===== src/rtl/ysyx_22051013_fetch_ctrl_if.sv =====
// Fetch controller bus: the instruction-memory request/response channel,
// the decode handoff, and the PC-select inputs.
interface ysyx_22051013_fetch_ctrl_if #(
    parameter int PC_W   = 64,
    parameter int INST_W = 32
);
    logic [PC_W-1:0]   pc_next;
    logic              redirect;
    logic              imem_req_valid;
    logic              imem_req_ready;
    logic [PC_W-1:0]   imem_addr;
    logic              imem_rsp_valid;
    logic [INST_W-1:0] imem_rsp_data;
    logic              if_valid;
    logic [PC_W-1:0]   if_pc;
    logic [INST_W-1:0] if_inst;
    logic              id_ready;

    // Fetch controller side
    modport master (
        input  pc_next, redirect, imem_req_ready, imem_rsp_valid, imem_rsp_data, id_ready,
        output imem_req_valid, imem_addr, if_valid, if_pc, if_inst
    );

    // Memory / decode / PC-select side
    modport slave (
        output pc_next, redirect, imem_req_ready, imem_rsp_valid, imem_rsp_data, id_ready,
        input  imem_req_valid, imem_addr, if_valid, if_pc, if_inst
    );
endinterface


===== src/rtl/ysyx_22051013_fetch_ctrl.sv =====
// Instruction fetch controller: one outstanding imem request at a time,
// discards responses made stale by a redirect, and holds the fetched
// instruction for decode until it is accepted or squashed.
module ysyx_22051013_fetch_ctrl #(
    parameter int              PC_W     = 64,
    parameter int              INST_W   = 32,
    parameter logic [PC_W-1:0] RESET_PC = PC_W'(64'h8000_0000)
) (
    input  logic clk,
    input  logic rst_n,
    ysyx_22051013_fetch_ctrl_if.master bus
);

    typedef enum logic [2:0] {
        IDLE = 3'd0,
        REQ  = 3'd1,
        WAIT = 3'd2,
        HOLD = 3'd3,
        DROP = 3'd4
    } state_t;

    state_t            state;
    state_t            state_next;
    logic [PC_W-1:0]   pc;
    logic [INST_W-1:0] inst;
    logic              pc_load;
    logic              inst_load;

    // State, PC and instruction buffer registers
    always_ff @(posedge clk or negedge rst_n) begin
        if (!rst_n) begin
            state <= IDLE;
            pc    <= RESET_PC;
            inst  <= '0;
        end else begin
            state <= state_next;
            if (pc_load) begin
                pc <= bus.pc_next;
            end
            if (inst_load) begin
                inst <= bus.imem_rsp_data;
            end
        end
    end

    // Next-state, PC update and capture decisions
    always_comb begin
        state_next = state;
        pc_load    = 1'b0;
        inst_load  = 1'b0;
        unique case (state)
            IDLE: begin
                state_next = REQ;
            end
            REQ: begin
                if (bus.redirect) begin
                    // Unaccepted request may retarget; an accepted one leaves a stale response behind
                    pc_load    = 1'b1;
                    state_next = bus.imem_req_ready ? DROP : REQ;
                end else if (bus.imem_req_ready) begin
                    state_next = WAIT;
                end
            end
            WAIT: begin
                if (bus.redirect) begin
                    pc_load    = 1'b1;
                    state_next = bus.imem_rsp_valid ? REQ : DROP;
                end else if (bus.imem_rsp_valid) begin
                    inst_load  = 1'b1;
                    state_next = HOLD;
                end
            end
            DROP: begin
                if (bus.redirect) begin
                    pc_load = 1'b1;
                end
                if (bus.imem_rsp_valid) begin
                    state_next = REQ;
                end
            end
            HOLD: begin
                if (bus.redirect || bus.id_ready) begin
                    pc_load    = 1'b1;
                    state_next = REQ;
                end
            end
            default: begin
                state_next = IDLE;
            end
        endcase
    end

    assign bus.imem_req_valid = (state == REQ);
    assign bus.if_valid       = (state == HOLD);
    assign bus.imem_addr      = pc;
    assign bus.if_pc          = pc;
    assign bus.if_inst        = inst;

endmodule

===== src/flat_wrapper.sv =====
// flat-port wrapper written by rule: the top's interface ports become plain ports
module ysyx_22051013_fetch_ctrl_flat 
#(
    parameter int              PC_W     = 64,
    parameter int              INST_W   = 32,
    parameter logic [PC_W-1:0] RESET_PC = PC_W'(64'h8000_0000)
)
  (clk, rst_n, bus_pc_next, bus_redirect, bus_imem_req_ready, bus_imem_rsp_valid, bus_imem_rsp_data, bus_id_ready, bus_imem_req_valid, bus_imem_addr, bus_if_valid, bus_if_pc, bus_if_inst);
  ysyx_22051013_fetch_ctrl_if #(.PC_W(PC_W), .INST_W(INST_W)) bus_i ();
  input  logic clk;
  input  logic rst_n;
  input wire logic [$bits(bus_i.pc_next)-1:0] bus_pc_next;
  input wire logic [$bits(bus_i.redirect)-1:0] bus_redirect;
  input wire logic [$bits(bus_i.imem_req_ready)-1:0] bus_imem_req_ready;
  input wire logic [$bits(bus_i.imem_rsp_valid)-1:0] bus_imem_rsp_valid;
  input wire logic [$bits(bus_i.imem_rsp_data)-1:0] bus_imem_rsp_data;
  input wire logic [$bits(bus_i.id_ready)-1:0] bus_id_ready;
  output wire logic [$bits(bus_i.imem_req_valid)-1:0] bus_imem_req_valid;
  output wire logic [$bits(bus_i.imem_addr)-1:0] bus_imem_addr;
  output wire logic [$bits(bus_i.if_valid)-1:0] bus_if_valid;
  output wire logic [$bits(bus_i.if_pc)-1:0] bus_if_pc;
  output wire logic [$bits(bus_i.if_inst)-1:0] bus_if_inst;
  assign bus_i.pc_next = bus_pc_next;
  assign bus_i.redirect = bus_redirect;
  assign bus_i.imem_req_ready = bus_imem_req_ready;
  assign bus_i.imem_rsp_valid = bus_imem_rsp_valid;
  assign bus_i.imem_rsp_data = bus_imem_rsp_data;
  assign bus_i.id_ready = bus_id_ready;
  assign bus_imem_req_valid = bus_i.imem_req_valid;
  assign bus_imem_addr = bus_i.imem_addr;
  assign bus_if_valid = bus_i.if_valid;
  assign bus_if_pc = bus_i.if_pc;
  assign bus_if_inst = bus_i.if_inst;
  ysyx_22051013_fetch_ctrl #(.PC_W(PC_W), .INST_W(INST_W), .RESET_PC(RESET_PC)) u_core (.clk(clk), .rst_n(rst_n), .bus(bus_i));
endmodule

===== config.mk =====
export PLATFORM = sky130hd
export DESIGN_NAME = ysyx_22051013_fetch_ctrl_flat
export DESIGN_NICKNAME = d
export VERILOG_FILES = /design/src/rtl/ysyx_22051013_fetch_ctrl_if.sv /design/src/rtl/ysyx_22051013_fetch_ctrl.sv /design/src/flat_wrapper.sv
export SDC_FILE = /design/constraint.sdc
export NUM_CORES = 1
export LEC_CHECK = 0
export CAP_MARGIN = 40
export CELL_PAD_IN_SITES_DETAIL_PLACEMENT = 1
export CELL_PAD_IN_SITES_GLOBAL_PLACEMENT = 2
export CORE_ASPECT_RATIO = 0.6
export CORE_MARGIN = 1.5
export CORE_UTILIZATION = 23
export CTS_BUF_LIST = sky130_fd_sc_hd__clkbuf_16
export CTS_CLUSTER_DIAMETER = 30
export DETAILED_ROUTE_END_ITERATION = 16
export HOLD_SLACK_MARGIN = 0.06
export PLACE_DENSITY_LB_ADDON = 0.2
export SLEW_MARGIN = 5
export SYNTH_ARGS = -nofsm -noshare
export SYNTH_HDL_FRONTEND = slang
export SYNTH_SLANG_ARGS = --single-unit

===== constraint.sdc =====
create_clock -name clk -period 1.9 [get_ports clk]
set_input_delay 0.285 -clock clk [delete_from_list [all_inputs] [get_ports clk]]
set_output_delay 0.285 -clock clk [all_outputs]
set_load 0.1 [all_outputs]

==> results by group <==
Die
  • Die area: 19900 sq um
  • Ports: 264
  • Num rows: 38
  • Core ar.: 18400 sq um
  • Die Y: 110 um
  • Starting Density: 23.9%
  • Die width: 181 um

CTS
  • CTS tree: done
  • CTS clock-pin slew for the worst setup and hold paths: 0.07 ns
  • Clk Latency, worst-skew pair: 0.35 ns
  • CTS resizes: 0
  • Max clock buf depth: 2
  • Root buf cell: clkbuf_16
  • CTS Sinks: 99
  • TritonCTS Buffers: 9
  • # H-tree levels: 3

Placement
  • Routability cong.: 0.714
  • Placed cell areas: 6560 sq um
  • IO Port Bufs: 263
  • DP HPWL: 9070 um
  • Placed instance count: 730

GRT
  • GRT Total Usage: 12.5%
  • First-pass GRT wire length: 18600 um
  • Grt ovf: 0
  • Largest net degree at the start of global routing: 100
  • Number of global-route vias before repair: 3294
  • Initial antenna violation count: 0

Cells and area
  • Most frequent cells in the layout: buf_4 (166), clkdlybuf4s50_1 (100), dfrtp_1 (98), mux2_1 (62), mux2_4 (30)
  • Area Growth Syn to Fin: 56.5%
  • Layout cell share with drive strength beyond 1: 44.8%
  • Finished Layout Cells: 747
  • Filler instances: 1963
  • Non-Filler Cell Area, Final: 6860 sq um
  • Diodes inserted: 0
  • Nets: 604
  • Most common cell after layout, fill and taps aside: buf_4

Synthesis
  • Seq/Total Area, Yosys: 56.6%
  • Synth area leaders: dfrtp_1 (56%), mux2_1 (16%), buf_4 (12%)
  • Distinct cells, synth: 23
  • Ys Warns: 0
  • Syn Inst Count: 291
  • #FFs+latches synth: 99
  • Synth top area share: 56.0%
  • Dominant cell type by area after synthesis: dfrtp_1
  • Avg Cell Area, Syn: 15.1 sq um
  • Syn nets: 393
  • Post-Synthesis Cell Area: 4380 sq um

Drt
  • Total wire length: 12100 um
  • Vias: 2999
  • First-pass iteration count of the detailed router: 2
  • Drt drc: 0
  • Vias per cell: 4.01
  • Wire per inst: 16.2 um
  • Routed Antenna Nets: 0
  • Initial drt markers: 78

Critical path
  • Startpoint types: flip-flop
  • Critical path required time: 2.14 ns
  • Critical setup path kind: flip-flop to flip-flop
  • CP Capture Type: flip-flop
  • WP data arrival: 2.02 ns
  • Crit-path max FO: 28

Timing
  • Clock skew: 0.00670 ns
  • Count of final setup violators: 0
  • Hold_ws: 0.501 ns
  • Measured slew at the worst slew-check pin: 0.546 ns
  • Hold Vio Cnt, Final: 0
  • Slew HR: 63.6%
  • Crit share post-route: 93.6%
  • RSZ-0062 raised after global routing: no
  • Maximum clock rate: 0.563 GHz
  • Min Clock Period, post-route: 1.78 ns
  • Final count of pins violating max slew: 0

Status
  • Status: finished clean

Min path
  • Hold crit path type: flip-flop to flip-flop

Flow run
  • # Max-Cap Violations: 0
==> layer usage <==
metal / share of wire, % / GRT usage, % / vias up
li1: - / - / 1354
met1: 44 / 15.5 / 1465
met2: 45 / 19.3 / 173
met3: 9.9 / 5.83 / 7
met4: 1.2 / 4.29 / 0
met5: 0 / 0 / -
==> synth_stat cells, drive strengths merged <==
| master | n |
|---|---|
| dfrtp | 98 |
| mux2 | 96 |
| buf | 76 |
| a22oi | 2 |
| nand2 | 2 |
| nand2b | 2 |
| nor2 | 2 |
| o21ai | 2 |
| and3 | 1 |
| and3b | 1 |
| dfstp | 1 |
| nand4b | 1 |
| nand4bb | 1 |
| nor2b | 1 |
| nor3 | 1 |
| nor3b | 1 |
| o211ai | 1 |
| o32ai | 1 |
| or4 | 1 |
==> layout make-up <==
| class | count | area [sq um] | area share [%] |
|---|---|---|---|
| clock buffers | 9 | 225 | 3.28 |
| clock inverters | 7 | 67.6 | 0.985 |
| multi-input cells | 116 | 1350 | 19.7 |
| flip-flops and latches | 99 | 2480 | 36.1 |
| well taps | 240 | 300 | 4.38 |
| repair buffers | 276 | 2440 | 35.5 |
==> per-stage QoR <==
step / util, % / TNS, ns / setup WS (ns)
global route: 37.4 / 0 / 0.0454
CTS: 37.4 / 0 / 0.0985
detailed placement: 35.7 / -13.77 / -0.227
finish: 37.4 / 0 / 0.122
global placement: 35.7 / -11.10 / -0.201
floorplan: - / 0 / 0.239
==> worst max-delay path, stage by stage, from the launching register on <==
cell and delay, ns:
dfrtp_1 0.38, buf_4 0.18, nand2b_1 0.20, o211ai_4 0.29, buf_12 0.25, mux2_2 0.35
==> registers in the layout, summed over array words and instances (netlist names) <==
signal / cells
u_core.bus.if_inst: 32
u_core.bus.if_pc: 64
u_core.state: 3
==> path summary, 6_finish.rpt <==
path	start	to	slack, ns	cells after the start
worst max-delay path	u_core.state[2]	u_core.bus.if_pc[2]	0.12	5
worst min-delay path	u_core.bus.if_inst[28]	u_core.bus.if_inst[28]	0.50	1
worst max register to register	u_core.state[2]	u_core.bus.if_pc[2]	0.12	5
worst min register to register	u_core.bus.if_inst[28]	u_core.bus.if_inst[28]	0.50	1
max in group asynchronous	rst_n	u_core.bus.if_pc[54]	0.93	3
min in group asynchronous	rst_n	u_core.bus.if_inst[3]	0.55	3
==> cell families (layout without fill, tap and decap cells) <==
| group | after synthesis | count (layout) | share of synthesized area [%] |
|---|---|---|---|
| AO/OA/AOI/OAI | 6 | 6 | 1.06 |
| multiplexers | 96 | 96 | 27.2 |
| flip-flops | 99 | 99 | 56.6 |
| buffers and inverters | 76 | 292 | 13.1 |
| AND/OR/NAND/NOR | 14 | 14 | 2.03 |
==> timing repair <==
item	CTS	global route
hold buffers	1	0
buffers inserted	0	0
hold endpoints to repair	98	0
Power is left out: the tool's default activity adds up to more than one toggle a clock period on the data nets, which glitch-free logic cannot reach.
